File: config.mk
export PLATFORM = sky130hd
export DESIGN_NAME = axis_out_packer
export DESIGN_NICKNAME = d
export VERILOG_FILES = /design/src/rtl/processor_config.sv /design/src/rtl/sync_fifo.sv /design/src/rtl/axis_out_packer.sv
export SDC_FILE = /design/constraint.sdc
export NUM_CORES = 1
export LEC_CHECK = 0
export BUFFER_PORTS_ARGS = -buffer_cell sky130_fd_sc_hd__buf_2
export CORE_ASPECT_RATIO = 1.25
export CORE_MARGIN = 2
export CORE_UTILIZATION = 60
export CTS_BUF_LIST = sky130_fd_sc_hd__clkbuf_16
export CTS_CLUSTER_SIZE = 14
export DETAILED_ROUTE_END_ITERATION = 10
export GPL_TIMING_DRIVEN = 0
export PLACE_DENSITY_LB_ADDON = 0.25
export SLEW_MARGIN = 0
export SYNTH_ARGS = -nofsm -noshare
export SYNTH_HDL_FRONTEND = slang
export SYNTH_SLANG_ARGS = --single-unit
export TNS_END_PERCENT = 30
File: constraint.sdc
create_clock -name clk -period 3.77 [get_ports clk]
set_clock_uncertainty 0.05 [all_clocks]
set_input_delay 0.377 -clock clk [delete_from_list [all_inputs] [get_ports clk]]
set_output_delay 0.377 -clock clk [all_outputs]
set_load 0.1 [all_outputs]
File: src/rtl/processor_config.sv
// rtl/processor_config.sv - shared processor configuration: output frame width and derived types
package processor_config;

  localparam int OUT_WIDTH = 12;
  localparam int OUT_BYTES = (OUT_WIDTH + 7) / 8;

  typedef logic [OUT_WIDTH-1:0] out_frame_t;

  typedef enum logic {
    SER_IDLE,
    SER_SEND
  } ser_state_t;

endpackage

File: src/rtl/sync_fifo.sv
// rtl/sync_fifo.sv - single-clock show-ahead FIFO with full/empty flags
module sync_fifo #(
  parameter int WIDTH = 8,
  parameter int DEPTH = 4
) (
  input  logic             clk,
  input  logic             arstn,
  input  logic             wr_en,
  input  logic [WIDTH-1:0] wr_data,
  input  logic             rd_en,
  output logic [WIDTH-1:0] rd_data,
  output logic             full,
  output logic             empty
);

  localparam int PTR_W = (DEPTH > 1) ? $clog2(DEPTH) : 1;

  logic [PTR_W-1:0] wr_ptr_q, wr_ptr_d;
  logic [PTR_W-1:0] rd_ptr_q, rd_ptr_d;
  logic [PTR_W:0]   count_q, count_d;
  logic [WIDTH-1:0] mem_q [DEPTH];
  logic             wr_ok;
  logic             rd_ok;

  assign full    = (count_q == (PTR_W+1)'(DEPTH));
  assign empty   = (count_q == '0);
  assign rd_data = mem_q[rd_ptr_q];
  assign wr_ok   = wr_en && !full;
  assign rd_ok   = rd_en && !empty;

  // DEPTH is a power of two, so pointers wrap by natural overflow
  always_comb begin
    wr_ptr_d = wr_ptr_q;
    rd_ptr_d = rd_ptr_q;
    count_d  = count_q;
    if (wr_ok) wr_ptr_d = wr_ptr_q + 1'b1;
    if (rd_ok) rd_ptr_d = rd_ptr_q + 1'b1;
    case ({wr_ok, rd_ok})
      2'b10:   count_d = count_q + 1'b1;
      2'b01:   count_d = count_q - 1'b1;
      default: count_d = count_q;
    endcase
  end

  always_ff @(posedge clk or negedge arstn) begin
    if (!arstn) begin
      wr_ptr_q <= '0;
      rd_ptr_q <= '0;
      count_q  <= '0;
    end else begin
      wr_ptr_q <= wr_ptr_d;
      rd_ptr_q <= rd_ptr_d;
      count_q  <= count_d;
    end
  end

  always_ff @(posedge clk) begin
    if (wr_ok) mem_q[wr_ptr_q] <= wr_data;
  end

endmodule

File: src/rtl/axis_out_packer.sv
// rtl/axis_out_packer.sv - buffers output frames and serialises them LSB-first into byte beats
module axis_out_packer
  import processor_config::*;
#(
  parameter int FIFO_DEPTH = 4,
  parameter int BYTE_WIDTH = 8
) (
  input  logic                  clk,
  input  logic                  arstn,
  input  logic [OUT_WIDTH-1:0]  s_axis_tdata,
  input  logic                  s_axis_tvalid,
  output logic                  s_axis_tready,
  output logic [BYTE_WIDTH-1:0] m_axis_tdata,
  output logic                  m_axis_tvalid,
  input  logic                  m_axis_tready,
  output logic                  m_axis_tlast
);

  localparam int SHIFT_W = OUT_BYTES * BYTE_WIDTH;
  localparam int IDX_W   = (OUT_BYTES > 1) ? $clog2(OUT_BYTES) : 1;
  localparam logic [IDX_W-1:0] LAST_IDX = IDX_W'(OUT_BYTES - 1);

  ser_state_t         state_q, state_d;
  logic [SHIFT_W-1:0] shift_q, shift_d;
  logic [IDX_W-1:0]   byte_idx_q, byte_idx_d;
  logic               out_of_reset_q, out_of_reset_d;

  out_frame_t fifo_rd_data;
  logic       fifo_full;
  logic       fifo_empty;
  logic       fifo_rd_en;
  logic       fifo_wr_en;
  logic       last_beat;

  // Ready is held low through reset and only follows the FIFO count afterwards
  assign s_axis_tready  = out_of_reset_q && !fifo_full;
  assign fifo_wr_en     = s_axis_tvalid && s_axis_tready;
  assign out_of_reset_d = 1'b1;
  assign last_beat      = (byte_idx_q == LAST_IDX);

  sync_fifo #(
    .WIDTH (OUT_WIDTH),
    .DEPTH (FIFO_DEPTH)
  ) u_fifo (
    .clk     (clk),
    .arstn   (arstn),
    .wr_en   (fifo_wr_en),
    .wr_data (s_axis_tdata),
    .rd_en   (fifo_rd_en),
    .rd_data (fifo_rd_data),
    .full    (fifo_full),
    .empty   (fifo_empty)
  );

  always_comb begin
    state_d       = state_q;
    shift_d       = shift_q;
    byte_idx_d    = byte_idx_q;
    fifo_rd_en    = 1'b0;
    m_axis_tvalid = 1'b0;
    m_axis_tlast  = 1'b0;
    m_axis_tdata  = '0;
    case (state_q)
      SER_IDLE: begin
        if (!fifo_empty) begin
          fifo_rd_en = 1'b1;
          shift_d    = SHIFT_W'(fifo_rd_data);
          byte_idx_d = '0;
          state_d    = SER_SEND;
        end
      end
      SER_SEND: begin
        m_axis_tvalid = 1'b1;
        m_axis_tdata  = shift_q[BYTE_WIDTH-1:0];
        m_axis_tlast  = last_beat;
        if (m_axis_tready) begin
          if (!last_beat) begin
            shift_d    = shift_q >> BYTE_WIDTH;
            byte_idx_d = byte_idx_q + 1'b1;
          end else if (!fifo_empty) begin
            // Next frame follows the last byte with no idle cycle
            fifo_rd_en = 1'b1;
            shift_d    = SHIFT_W'(fifo_rd_data);
            byte_idx_d = '0;
          end else begin
            state_d = SER_IDLE;
          end
        end
      end
      default: state_d = SER_IDLE;
    endcase
  end

  always_ff @(posedge clk or negedge arstn) begin
    if (!arstn) begin
      state_q        <= SER_IDLE;
      shift_q        <= '0;
      byte_idx_q     <= '0;
      out_of_reset_q <= 1'b0;
    end else begin
      state_q        <= state_d;
      shift_q        <= shift_d;
      byte_idx_q     <= byte_idx_d;
      out_of_reset_q <= out_of_reset_d;
    end
  end

endmodule

* After elaboration in Yosys (flattened, before gate mapping)
Memories as Yosys holds them, arrays and structs flattened.
Cells that the tools add are included.
** Cells by class
- Equality and inequality tests :: 5
- Bitwise gates (word level) :: 1
- $add $sub $neg :: 5
- Muxes and demuxes :: 22
- Reduce and logical (&&, ||, !) cells :: 9
** Operators with widths (count)
- two-way mux 16 bit :: 3
- case mux 16 bit (2 select lines) :: 1
- two-way mux 1 bit :: 13
- two-way mux 8 bit :: 1
- case mux 1 bit (2 select lines) :: 3
- case mux 3 bit (2 select lines) :: 1
- adder 2 x 1 -> 2 bit, second input constant :: 2
- logical AND 1 bit :: 4
- inequality test 2 bit, second input constant :: 2
- adder 3 x 1 -> 3 bit, second input constant :: 1
- == test 3 bit, second input constant :: 1
- logical NOT 3 bit :: 1
- subtractor 3 x 1 -> 3 bit, second input constant :: 1
- == test 2 x 1 -> 1 bit, second input constant :: 1
- == test 2 bit, second input constant :: 1
- logical NOT 1 bit :: 2
- AND reduction 2 bit :: 1
- nonzero test 2 bit :: 1
- adder 1 bit, second input constant :: 1
- NOT 1 bit :: 1
** Storage, ports and cells
- Output and inout bits :: 11
- Memories :: 1
- Memory bits (writable) :: 48
- Input port bits :: 16
- Logic and storage cells :: 50
- Bits in registers :: 26
** Memory list
- u_fifo.mem_q :: depth 4, width 12, read ports 1, clocked after Yosys merged registers in 0, write ports 1, RTL line sync_fifo.sv:21 : logic [WIDTH-1:0] mem_q [DEPTH];

* Depth between registers and ports, before layout
- Word-level depth :: 8
- Gate-level depth with buffers :: 10
- Gate-level depth less buffers :: 9

* By module
A second synthesis with hierarchy kept.
** Second synthesis, totals
- Cell total of the unflattened synthesis :: 181
- Area, all modules :: 3128.0 µm²
** Modules (own cells, without submodules)
- sync_fifo :: times used 1, area an instance 2188.3 µm², cells an instance 100, seq. area each 1616.6 µm²
- axis_out_packer :: times used 1, area an instance 939.7 µm², cells an instance 81, seq. area each 475.5 µm²

* Least setup slack after synthesis
Ideal clock, no wire load.
- Path kind :: reg2out
- Start point :: reg u_fifo.count_q[0]
- End point :: out s_axis_tready
- Arrival :: 2.646 ns
- Slack :: 0.697 ns
- Path buffers :: 0
- Cell stages (with the launch flop) :: 3
- Required time :: 3.343 ns
- Cells stage by stage :: dfrtp_1 -> nor2_1 -> a21boi_0
** On the way
- Cells in the longest elaborated chain, start to end :: 3
** RTL lines
- start: declaration :: RTL line sync_fifo.sv:20 : logic [PTR_W:0] count_q, count_d;
- start signal: assignment :: RTL line sync_fifo.sv:53 : count_q <= count_d;
- == test 3 bit :: RTL line sync_fifo.sv:25 : assign full = (count_q == (PTR_W+1)'(DEPTH));
- logical NOT 1 bit :: RTL line axis_out_packer.sv:36 : assign s_axis_tready = out_of_reset_q && !fifo_full;
- logical AND 1 bit :: RTL line axis_out_packer.sv:36
- end: declaration :: RTL line axis_out_packer.sv:12 : output logic s_axis_tready,
No other way between the ends.

* Final worst setup path
- Start point :: reg state_q
- End point :: out m_axis_tlast
** On the way
- Cells in the longest elaborated chain, start to end :: 1
** RTL lines
- start: declaration :: RTL line axis_out_packer.sv:23 : ser_state_t state_q, state_d;
- start signal: assignment :: RTL line axis_out_packer.sv:101 : state_q <= state_d;
- two-way mux 1 bit :: RTL line axis_out_packer.sv:63 : case (state_q)
- end: declaration :: RTL line axis_out_packer.sv:16 : output logic m_axis_tlast
No other way between the ends.

==> flow_metrics.tcl <==
set metrics [dict create \
    place_congestion 0.709 \
    antenna_found_initial 0 \
    hpwlAfterDp_mm 3.48 \
    critPathKind "register to output pin" \
    yosysSeqAreaShare_pct 68.3 \
    end_kind "output pin" \
    maxSlewViolCount 0 \
    cts.sinks 74 \
    fin_crit_ns 2.48 \
    cts_tree "yes" \
    nNetsFinal 246 \
    wirelength_mm 5.14 \
    die-area_sq_mm 0.00570 \
    diodes 0 \
    synth_warnings 0 \
    fmax_mhz 404 \
    grt_first_pass_wirelength_mm 8.47 \
    start_kind "register" \
    cts_inserted_buffers 9 \
    drive_gt1_share_pct 28.4 \
    drv_cap 0 \
    fin_crit_sh_pct 65.7 \
    dieWidth_um 67.9 \
    drt_iter0_drc 115 \
    hold_buffers 0 \
    grt_pass1_vias 1691 \
    cellPowerDensity_mw_per_mm2 895 \
    ys_ff_latch 74 \
    h-tree-depth 3 \
    top_layer "met4" \
    finalSetupViolations 0 \
    dpl_cell_area_sq_mm 0.00327 \
    status "finished, violations left" \
    drt_first_pass_iters 4 \
    final_cell_mix "edfxtp_1, buf_2, dfrtp_1" \
    synthCells 187 \
    grt_max_degree 27 \
    avgSynthCellArea_sq_um 16.4 \
    hold_viol_final 26 \
    routed-wl-met2_mm 2.81 \
    max_slew_margin_pct 56.1 \
    design_area_sq_mm 0.00353 \
    holdWs_ns -0.00988 \
    synth_cell_type_count 32 \
    post-cts-setup-buffers 0 \
    netlist_area_sq_mm 0.00306 \
    post_drt_via_cell_ratio 5.78 \
    clk_path_buf_depth 2 \
    cp.arrival_ns 2.05 \
    drtAntennaViolNets 0 \
    coreArea_sq_mm 0.00501 \
    area_delta_synth_final_pct 15.3 \
    fin_setup_tns_ns 0 \
    routed-wl-met3_um 186 \
    violations "negative hold slack" \
    m1WireLength_mm 2.04 \
    syn_nets 209 \
    layout_commonest_cell "edfxtp_1" \
    cp_max_fo 10 \
    fin_util_pct 70.6 \
    wl_per_cell_um 17.7 \
    clkTransAtPathRegs_ns 0.06 \
    clock_latency_ns 0.32 \
    grt_use_total_pct 21.0 \
    ios 27 \
    peakVddDrop_mv 0.430 \
    dieHeight_um 83.9 \
    vias 1682 \
    hp-class "input port to async pin" \
    crit_required_ns 3.34 \
    cts-root-buf "clkbuf_16" \
    overflow 0 \
    p_leak_nw 1.38 \
    remaining_drc_errors 0 \
    worst_slew_pin_slew_ns 0.658 \
    rows 29 \
    cts_resized 0 \
    start_util_pct 61.2 \
    grt_setup_unrepaired "no" \
    portBuffers 26 \
]
[kinds of logic (layout without fill, tap and decap cells)]
family                   Yosys count  in the layout  share of synthesized area, %
flip-flops                        74             74                          68.3
AND/OR/NAND/NOR                   34             34                          6.29
buffers and inverters             27             69                          4.25
AO/OA/AOI/OAI                     25             25                          7.15
multiplexers                      14             14                          9.51
adder cells (fa/ha/maj)            6              6                          2.70
XOR/XNOR                           6              6                          1.71
other                              1              1                         0.122
[critical path, cell delays in order, from the launching register on]
cell and delay (ns):
dfrtp_1 0.38, clkbuf_1 0.43, clkbuf_1 0.32, and2_1 0.18
buf_2 0.42
[through the flow]
step	cells	power (mW)	setup WS, ns	hold slack (ns)
after floorplan	187	2.21	0.697	0.0314
after global placement	275	2.40	1.59	0.341
after detailed placement	275	2.44	1.54	0.355
after CTS	291	3.19	1.25	0.00599
after global routing	291	3.33	1.15	0.0508
final	291	3.16	1.29	-0.00988
[registers in the layout (all words and copies together), names as in the netlist]
register,cells
byte_idx_q,1
state_q,1
u_fifo.count_q,3
u_fifo.rd_ptr_q,2
u_fifo.mem_q,48
shift_q,16
out_of_reset_q,1
u_fifo.wr_ptr_q,2
[where the power goes]
| part | switching (mW) | total [mW] | internal [mW] |
|---|---|---|---|
| Sequential | 0.103 | 1.14 | 1.04 |
| Clock | 0.300 | 0.736 | 0.436 |
| Combinational | 0.855 | 1.28 | 0.429 |
[worst paths after layout]
kind	cells past startpoint	slack (ns)	end	startpoint
worst max register to register	10	1.50	u_fifo.count_q[2]	u_fifo.count_q[0]
max in group asynchronous	1	3.31	u_fifo.wr_ptr_q[1]	arstn
worst min register to register	1	0.44	shift_q[13]	shift_q[13]
min in group clk	1	0.22	u_fifo.mem_q[2][11]	s_axis_tdata[11]
worst min-delay path	1	-0.01	shift_q[10]	arstn
worst max-delay path	4	1.29	m_axis_tlast	state_q
[synth_stat cells, drive strengths merged]
master | count | area share, %
a21bo | 1 | 0.33
a21boi | 1 | 0.25
a21oi | 1 | 0.16
a221oi | 8 | 2.9
a22o | 4 | 1.1
and2 | 18 | 3.7
buf | 7 | 1.8
clkbuf | 4 | 0.49
conb | 1 | 0.12
dfrtp | 26 | 21
edfxtp | 48 | 47
fa | 1 | 0.65
ha | 5 | 2.0
inv | 16 | 2.0
mux2 | 1 | 0.37
mux2i | 1 | 0.33
mux4 | 12 | 8.8
nand2b | 1 | 0.20
nand3 | 2 | 0.33
nor2 | 3 | 0.37
nor2b | 1 | 0.20
nor3 | 8 | 1.3
o22ai | 9 | 2.0
o311a | 1 | 0.33
or3 | 1 | 0.20
xnor2 | 4 | 1.1
xor2 | 2 | 0.57
[layer usage]
layer | vias up | track usage [%]
met3 | 6 | 3.64
met2 | 45 | 33.1
met4 | 0 | 10.9
met5 | - | 0
li1 | 772 | -
met1 | 859 | 27.7
[cell type report]
class / instances / area [sq um]
plain buffers: 11 / 70.1
fillers: 326 / 1470
flip-flops and latches: 74 / 2090
clock inverters: 7 / 36.3
well taps: 62 / 77.6
inverters: 16 / 60.1
clock buffers: 9 / 225
repair buffers: 26 / 130
multi-input cells: 86 / 842
No activity file was read; power rests on OpenSTA's default activity.
